<file path="src/rtl/operand_fetch_pkg.sv">
// Shared constants for the operand fetch stage and its pending-write scoreboard.
package operand_fetch_pkg;
  localparam int D_DEF    = 8;
  localparam int I_DEF    = 4;
  localparam int REG_ZERO = 0;
endpackage

</file>
<file path="src/rtl/operand_fetch_if.sv">
// Bundles the upstream, RegisterFile, writeback and execute-side signals of operand_fetch.
// Handshake: a transfer happens on a posedge where valid && ready; valid never waits on ready, and held payload stays stable while valid && !ready.
interface operand_fetch_if #(
  parameter int D = 8,
  parameter int I = 4
);
  logic           in_valid;
  logic           in_ready;
  logic [I-1:0]   in_src1_id;
  logic [I-1:0]   in_src2_id;
  logic [I-1:0]   in_dst_id;
  logic           in_wr;
  logic [I-1:0]   rf_src1_id;
  logic [I-1:0]   rf_src2_id;
  logic [D-1:0]   rf_src1_data;
  logic [D-1:0]   rf_src2_data;
  logic           wb_en;
  logic [I-1:0]   wb_id;
  logic [D-1:0]   wb_data;
  logic           out_valid;
  logic           out_ready;
  logic [D-1:0]   out_src1;
  logic [D-1:0]   out_src2;
  logic [I-1:0]   out_dst_id;
  logic           out_wr;
  logic [2**I-1:0] dbg_pending;

  modport slave (
    input  in_valid, in_src1_id, in_src2_id, in_dst_id, in_wr,
    input  rf_src1_data, rf_src2_data,
    input  wb_en, wb_id, wb_data,
    input  out_ready,
    output in_ready, rf_src1_id, rf_src2_id,
    output out_valid, out_src1, out_src2, out_dst_id, out_wr,
    output dbg_pending
  );

  modport master (
    output in_valid, in_src1_id, in_src2_id, in_dst_id, in_wr,
    output rf_src1_data, rf_src2_data,
    output wb_en, wb_id, wb_data,
    output out_ready,
    input  in_ready, rf_src1_id, rf_src2_id,
    input  out_valid, out_src1, out_src2, out_dst_id, out_wr,
    input  dbg_pending
  );
endinterface

</file>
<file path="src/rtl/operand_fetch_op_scoreboard.sv">
// Per-register pending-write bits plus RAW/WAW hazard detection against in-flight writes.
module op_scoreboard
  import operand_fetch_pkg::*;
#(
  parameter int I = I_DEF
) (
  input  logic            clk,
  input  logic            rst_n,
  input  logic            i_set_en,
  input  logic [I-1:0]    i_set_id,
  input  logic            i_clr_en,
  input  logic [I-1:0]    i_clr_id,
  input  logic            i_valid,
  input  logic            i_wr,
  input  logic [I-1:0]    i_src1_id,
  input  logic [I-1:0]    i_src2_id,
  input  logic [I-1:0]    i_dst_id,
  output logic            o_hazard,
  output logic [2**I-1:0] o_pending
);
  localparam int N = 2**I;

  logic [N-1:0] r_pending;
  logic [N-1:0] w_eff_pend;
  logic [N-1:0] w_next;

  // A writeback landing this cycle already resolves its register, so it is masked out of the query.
  always_comb begin
    w_eff_pend = r_pending;
    if (i_clr_en) w_eff_pend[i_clr_id] = 1'b0;
    w_eff_pend[REG_ZERO] = 1'b0;
  end

  // Set is applied after clear so a same-id set/clear leaves the bit pending.
  always_comb begin
    w_next = w_eff_pend;
    if (i_set_en && (i_set_id != I'(REG_ZERO))) w_next[i_set_id] = 1'b1;
  end

  assign o_hazard = i_valid && (w_eff_pend[i_src1_id] || w_eff_pend[i_src2_id] ||
                                (i_wr && w_eff_pend[i_dst_id]));

  always_ff @(posedge clk) begin
    if (!rst_n) r_pending <= '0;
    else        r_pending <= w_next;
  end

  assign o_pending = r_pending;
endmodule

</file>
<file path="src/rtl/operand_fetch.sv">
// Operand fetch front end: RegisterFile read ports, writeback bypass and a one-entry output register.
module operand_fetch
  import operand_fetch_pkg::*;
#(
  parameter int D = D_DEF,
  parameter int I = I_DEF
) (
  input  logic clk,
  input  logic rst_n,
  operand_fetch_if.slave bus
);
  logic          w_hazard;
  logic          w_in_ready;
  logic          w_xfer;
  logic [D-1:0]  w_op1;
  logic [D-1:0]  w_op2;
  logic [2**I-1:0] w_pending;

  logic          r_out_valid;
  logic [D-1:0]  r_out_src1;
  logic [D-1:0]  r_out_src2;
  logic [I-1:0]  r_out_dst_id;
  logic          r_out_wr;

  op_scoreboard #(.I(I)) u_scoreboard (
    .clk       (clk),
    .rst_n     (rst_n),
    .i_set_en  (w_xfer && bus.in_wr),
    .i_set_id  (bus.in_dst_id),
    .i_clr_en  (bus.wb_en),
    .i_clr_id  (bus.wb_id),
    .i_valid   (bus.in_valid),
    .i_wr      (bus.in_wr),
    .i_src1_id (bus.in_src1_id),
    .i_src2_id (bus.in_src2_id),
    .i_dst_id  (bus.in_dst_id),
    .o_hazard  (w_hazard),
    .o_pending (w_pending)
  );

  assign w_in_ready = rst_n && !w_hazard && (!r_out_valid || bus.out_ready);
  assign w_xfer     = bus.in_valid && w_in_ready;

  // RegisterFile returns the pre-write value on a same-cycle write, so writeback data is forwarded here.
  always_comb begin
    w_op1 = bus.rf_src1_data;
    if (bus.in_src1_id == I'(REG_ZERO))                 w_op1 = '0;
    else if (bus.wb_en && (bus.wb_id == bus.in_src1_id)) w_op1 = bus.wb_data;
    w_op2 = bus.rf_src2_data;
    if (bus.in_src2_id == I'(REG_ZERO))                 w_op2 = '0;
    else if (bus.wb_en && (bus.wb_id == bus.in_src2_id)) w_op2 = bus.wb_data;
  end

  always_ff @(posedge clk) begin
    if (!rst_n) begin
      r_out_valid  <= 1'b0;
      r_out_src1   <= '0;
      r_out_src2   <= '0;
      r_out_dst_id <= '0;
      r_out_wr     <= 1'b0;
    end else if (w_xfer) begin
      r_out_valid  <= 1'b1;
      r_out_src1   <= w_op1;
      r_out_src2   <= w_op2;
      r_out_dst_id <= bus.in_dst_id;
      r_out_wr     <= bus.in_wr;
    end else if (bus.out_ready) begin
      r_out_valid  <= 1'b0;
    end
  end

  assign bus.in_ready    = w_in_ready;
  assign bus.rf_src1_id  = bus.in_src1_id;
  assign bus.rf_src2_id  = bus.in_src2_id;
  assign bus.out_valid   = r_out_valid;
  assign bus.out_src1    = r_out_src1;
  assign bus.out_src2    = r_out_src2;
  assign bus.out_dst_id  = r_out_dst_id;
  assign bus.out_wr      = r_out_wr;
  assign bus.dbg_pending = w_pending;
endmodule

</file>
<file path="src/flat_wrapper.sv">
// flat-port wrapper written by rule: the top's interface ports become plain ports
module operand_fetch_flat import operand_fetch_pkg::*;
#(
  parameter int D = D_DEF,
  parameter int I = I_DEF
)
  (clk, rst_n, bus_in_valid, bus_in_src1_id, bus_in_src2_id, bus_in_dst_id, bus_in_wr, bus_rf_src1_data, bus_rf_src2_data, bus_wb_en, bus_wb_id, bus_wb_data, bus_out_ready, bus_in_ready, bus_rf_src1_id, bus_rf_src2_id, bus_out_valid, bus_out_src1, bus_out_src2, bus_out_dst_id, bus_out_wr, bus_dbg_pending);
  operand_fetch_if #(.D(D), .I(I)) bus_i ();
  input  logic clk;
  input  logic rst_n;
  input wire logic [$bits(bus_i.in_valid)-1:0] bus_in_valid;
  input wire logic [$bits(bus_i.in_src1_id)-1:0] bus_in_src1_id;
  input wire logic [$bits(bus_i.in_src2_id)-1:0] bus_in_src2_id;
  input wire logic [$bits(bus_i.in_dst_id)-1:0] bus_in_dst_id;
  input wire logic [$bits(bus_i.in_wr)-1:0] bus_in_wr;
  input wire logic [$bits(bus_i.rf_src1_data)-1:0] bus_rf_src1_data;
  input wire logic [$bits(bus_i.rf_src2_data)-1:0] bus_rf_src2_data;
  input wire logic [$bits(bus_i.wb_en)-1:0] bus_wb_en;
  input wire logic [$bits(bus_i.wb_id)-1:0] bus_wb_id;
  input wire logic [$bits(bus_i.wb_data)-1:0] bus_wb_data;
  input wire logic [$bits(bus_i.out_ready)-1:0] bus_out_ready;
  output wire logic [$bits(bus_i.in_ready)-1:0] bus_in_ready;
  output wire logic [$bits(bus_i.rf_src1_id)-1:0] bus_rf_src1_id;
  output wire logic [$bits(bus_i.rf_src2_id)-1:0] bus_rf_src2_id;
  output wire logic [$bits(bus_i.out_valid)-1:0] bus_out_valid;
  output wire logic [$bits(bus_i.out_src1)-1:0] bus_out_src1;
  output wire logic [$bits(bus_i.out_src2)-1:0] bus_out_src2;
  output wire logic [$bits(bus_i.out_dst_id)-1:0] bus_out_dst_id;
  output wire logic [$bits(bus_i.out_wr)-1:0] bus_out_wr;
  output wire logic [$bits(bus_i.dbg_pending)-1:0] bus_dbg_pending;
  assign bus_i.in_valid = bus_in_valid;
  assign bus_i.in_src1_id = bus_in_src1_id;
  assign bus_i.in_src2_id = bus_in_src2_id;
  assign bus_i.in_dst_id = bus_in_dst_id;
  assign bus_i.in_wr = bus_in_wr;
  assign bus_i.rf_src1_data = bus_rf_src1_data;
  assign bus_i.rf_src2_data = bus_rf_src2_data;
  assign bus_i.wb_en = bus_wb_en;
  assign bus_i.wb_id = bus_wb_id;
  assign bus_i.wb_data = bus_wb_data;
  assign bus_i.out_ready = bus_out_ready;
  assign bus_in_ready = bus_i.in_ready;
  assign bus_rf_src1_id = bus_i.rf_src1_id;
  assign bus_rf_src2_id = bus_i.rf_src2_id;
  assign bus_out_valid = bus_i.out_valid;
  assign bus_out_src1 = bus_i.out_src1;
  assign bus_out_src2 = bus_i.out_src2;
  assign bus_out_dst_id = bus_i.out_dst_id;
  assign bus_out_wr = bus_i.out_wr;
  assign bus_dbg_pending = bus_i.dbg_pending;
  operand_fetch #(.D(D), .I(I)) u_core (.clk(clk), .rst_n(rst_n), .bus(bus_i));
endmodule
</file>
<file path="config.mk">
export PLATFORM = sky130hd
export DESIGN_NAME = operand_fetch_flat
export DESIGN_NICKNAME = d
export VERILOG_FILES = /design/src/rtl/operand_fetch_pkg.sv /design/src/rtl/operand_fetch_if.sv /design/src/rtl/operand_fetch_op_scoreboard.sv /design/src/rtl/operand_fetch.sv /design/src/flat_wrapper.sv
export SDC_FILE = /design/constraint.sdc
export NUM_CORES = 1
export LEC_CHECK = 0
export ABC_AREA = 1
export CAP_MARGIN = 20
export CORE_MARGIN = 1.5
export CORE_UTILIZATION = 45
export CTS_CLUSTER_DIAMETER = 60
export DETAILED_ROUTE_END_ITERATION = 6
export PLACE_DENSITY_LB_ADDON = 0.2
export RECOVER_POWER = 50
export REMOVE_ABC_BUFFERS = 1
export SYNTH_ARGS = -nofsm -noshare
export SYNTH_HDL_FRONTEND = slang
export SYNTH_SLANG_ARGS = --single-unit
</file>
<file path="constraint.sdc">
create_clock -name clk -period 2.9 [get_ports clk]
set_clock_uncertainty 0.2 [all_clocks]
set_input_delay 0.58 -clock clk [delete_from_list [all_inputs] [get_ports clk]]
set_output_delay 0.58 -clock clk [all_outputs]
set_load 0.1 [all_outputs]
</file>
==> flow_summary_export.csv <==
group,metric,value,unit
pwr,p_per_area,379,mW/mm^2
grt,antenna_found_initial,0,
layout,fin_nets,600,
placement,placed_cells,617,
setup_path,worstPathRequired,2.12,ns
pwr,p_clk_share,25.8,%
pwr,power_frac_comb,37.9,%
grt,grt_use_total,33.0,%
setup_path,critical_path.most_common_cell,"buf_12",
placement,numPortBuffers,92,
cts,clock-sinks,38,
setup_path,critPathLaunchType,"input pin",
setup_path,worst-r2r-setup-slack,0.50,ns
run_status,status,"completed",
detailed_routing,drt_iter0_drc,265,
sta,rsz0062_at_grt,"true",
detailed_routing,drtAntennaViolNets,0,
setup_path,arrival,2.11,ns
placement,gp_congestion,0.987,
logic_synthesis,ys_seq_area_share,30.8,%
setup_path,crit_path_end_kind,"output pin",
logic_synthesis,synthTopCellsByArea,"dfxtp_1 31%, nand2_1 14%, nand3_1 10%",
setup_path,cp_slowest_cell,"nor3_4",
sta,setup_viol,0,
sta,final.setup.worst_slack,0.00804,ns
cts,clk_latency,0.30,ns
floorplan,start_util,47.5,%
grt,grt_start_max_net_pins,43,
logic_synthesis,synth_area_leader_cell,"dfxtp_1",
pwr,power,1.52,mW
sta,period_needed,2.89,ns
pwr,intPower,0.919,mW
setup_path,timing_worst_setup_path_type,"in -> out",
layout,syn_to_final_growth,62.4,%
detailed_routing,dr_total_vias,3356,
layout,fin_area,0.00401,mm^2
pwr,p_leak,1.80,nW
detailed_routing,wl_per_cell,15.5,um
detailed_routing,avgViaCountPerCell,5.37,
worst_hold_path,hold_class,"reg -> reg",
sta,fmax,346,MHz
sta,max_slew_margin,20.2,%
flow_run,maxCapViolations,0,
placement,place_ws,-0.620,ns
grt,grt_pass1_vias,3321,
floorplan,die_x,77.1,um
floorplan,dieArea,0.00595,mm^2
detailed_routing,dr.pass1.iters,5,
floorplan,chipHeight,77.1,um
cts,h-tree-depth,2,
sta,worst_pin_slew,1.20,ns
layout,final_core_util,77.1,%
layout,instances_no_fill,625,
placement,dpl.hpwl,7360,um
pwr,pwr-share-seq,36.3,%
logic_synthesis,synth.ff_latch_count,38,
cts,hold_buffers,0,
detailed_routing,wl,9690,um
logic_synthesis,synth_area_per_cell,6.07,um^2
layout,fillers,439,
grt,grt_pass1_wl,15500,um
detailed_routing,drc,0,
setup_path,cp_max_fo,9,
floorplan,io_pins,93,
cts,cts_tree,"built",
layout,diodes,0,
pwr,power_switching_share,39.6,%
layout,drive_gt1_share,26.3,%
logic_synthesis,yosysTopAreaCellShare,30.8,%
pwr,vdd_drop_max,0.306,mV
placement,dpl_cell_area,0.00387,mm^2
setup_path,crit_chain,"buf_12, nor3_4, nand2_4, buf_6, a21oi_4, o21ai_2, nand2_1, nor2_1, nor2_2, o21a_1, buf_12",
floorplan,coreArea,0.00520,mm^2
sta,hold_viol_final,0,
logic_synthesis,ys_warn_count,0,
setup_path,cpPeakStageDelay,0.29,ns
grt,grt_overflow,0,
logic_synthesis,ys_types,33,
cts,cts-root-buf,"clkbuf_8",
sta,slew_viol_final,0,
cts,clk_path_buf_depth,2,
pwr,p_sw,0.601,mW
sta,post-route-period-util,99.7,%
cts,cts-buffers-inserted,5,
floorplan,num_rows,26,
logic_synthesis,syn_area,0.00247,mm^2
logic_synthesis,syn_inst,407,
cts,path_clk_slew,0.07,ns
registers in the layout (all words and copies together), names as in the netlist:
| signal | flops |
|---|---|
| u_core.bus.out_wr | 1 |
| u_core.bus.out_src2 | 8 |
| u_core.u_scoreboard.o_pending | 16 |
| u_core.bus.out_valid | 1 |
| u_core.bus.out_src1 | 8 |
| u_core.bus.out_dst_id | 4 |
placed cells by master, fill, tap and decap left out, types with 6 or more instances in the layout:
cell type	Yosys	final
clkbuf_8	0	6
nor2_2	1	7
nand3_1	50	40
clkdlybuf4s50_1	0	32
o21ai_0	15	14
buf_12	0	6
a21oi_1	44	42
inv_1	59	49
buf_6	1	6
nand2_1	89	83
buf_4	10	69
dfxtp_1	38	38
nor2_1	48	38
clkbuf_1	8	38
a211oi_1	14	14
nand3_2	1	10
inv_2	1	7
per-layer routing:
metal	routed length (um)	up-vias	global-route usage (%)
li1	-	1619	-
met1	4060	1539	38.6
met2	4670	170	58.8
met3	632	28	5.95
met4	320	0	13.8
met5	0	-	0
power by group through the flow:
stage,sequential (mW),combinational (mW),clock [mW]
after floorplan,0.709,0.136,0
after CTS,0.553,0.587,0.393
after global routing,0.555,0.609,0.415
final,0.552,0.576,0.392
after global placement,0.564,0.561,0
after detailed placement,0.565,0.566,0
cells in the mapped netlist:
cell type,count
buf_2,2
nand3_1,50
o21a_1,2
nor2_1,48
a21boi_0,1
nor2_4,1
buf_4,10
inv_1,59
mux2i_1,1
conb_1,1
nand3_2,1
buf_1,1
o21ai_2,1
clkbuf_1,8
nand4_1,1
o21ai_1,5
o21ai_0,15
o21bai_1,1
dfxtp_1,38
nor3_2,1
a21oi_1,44
nor2_2,1
xor2_1,1
buf_6,1
a211oi_1,14
nand2_1,89
o22ai_1,3
o211ai_1,1
o2111ai_1,1
nor3_1,2
nor4_1,1
a221oi_1,1
inv_2,1
metrics by stage:
step | hold WS (ns) | TNS [ns]
final | 0.242 | 0
after detailed placement | 0.237 | -19.11
after global placement | 0.232 | -19.95
after floorplan | 0.497 | -0.125
after CTS | 0.248 | -0.00623
after global routing | 0.264 | -0.0734
timing repair:
item / 4_1_cts / 5_1_grt
pin swaps: 16 / 14
setup buffers: 1 / 0
endpoints found under the setup margin: 38 / 1
gates resized for setup: 92 / 29
area by class of cell:
class	count	area [um^2]	share of cell area [%]
multi-input cells	287	1560	38.8
repair buffers	162	1280	31.8
flip-flops and latches	38	761	19.0
inverters	60	235	5.86
well taps	70	87.6	2.18
clock buffers	6	82.6	2.06
clock inverters	2	12.5	0.312
critical path: cells and delay by family:
| family | cells | cell delay, ns |
|---|---|---|
| buf+inv | 3 | 0.44 |
| simple gates | 5 | 0.68 |
| compound gates | 3 | 0.40 |
logic make-up (layout without fill, tap and decap cells):
family	count (synthesis)	in the layout	share of synthesized area (%)
muxes	1	1	0.405
buffers and inverters	82	230	14.4
and+or+nand+nor	195	195	33.4
AOI/OAI and AO/OA	89	89	20.6
xor gates and xnor gates	1	1	0.354
other	1	1	0.152
DFF	38	38	30.8
worst paths after layout:
| path | start | cells past startpoint | endpoint |
|---|---|---|---|
| min | u_core.bus.out_src2[0] | 2 | u_core.bus.out_src2[0] |
| min reg2reg | u_core.bus.out_src2[0] | 2 | u_core.bus.out_src2[0] |
| max reg2reg | u_core.u_scoreboard.o_pending[7] | 13 | u_core.bus.out_src2[6] |
| max | bus_wb_id[0] | 11 | bus_in_ready |
Power figures use the tool's default switching activity.
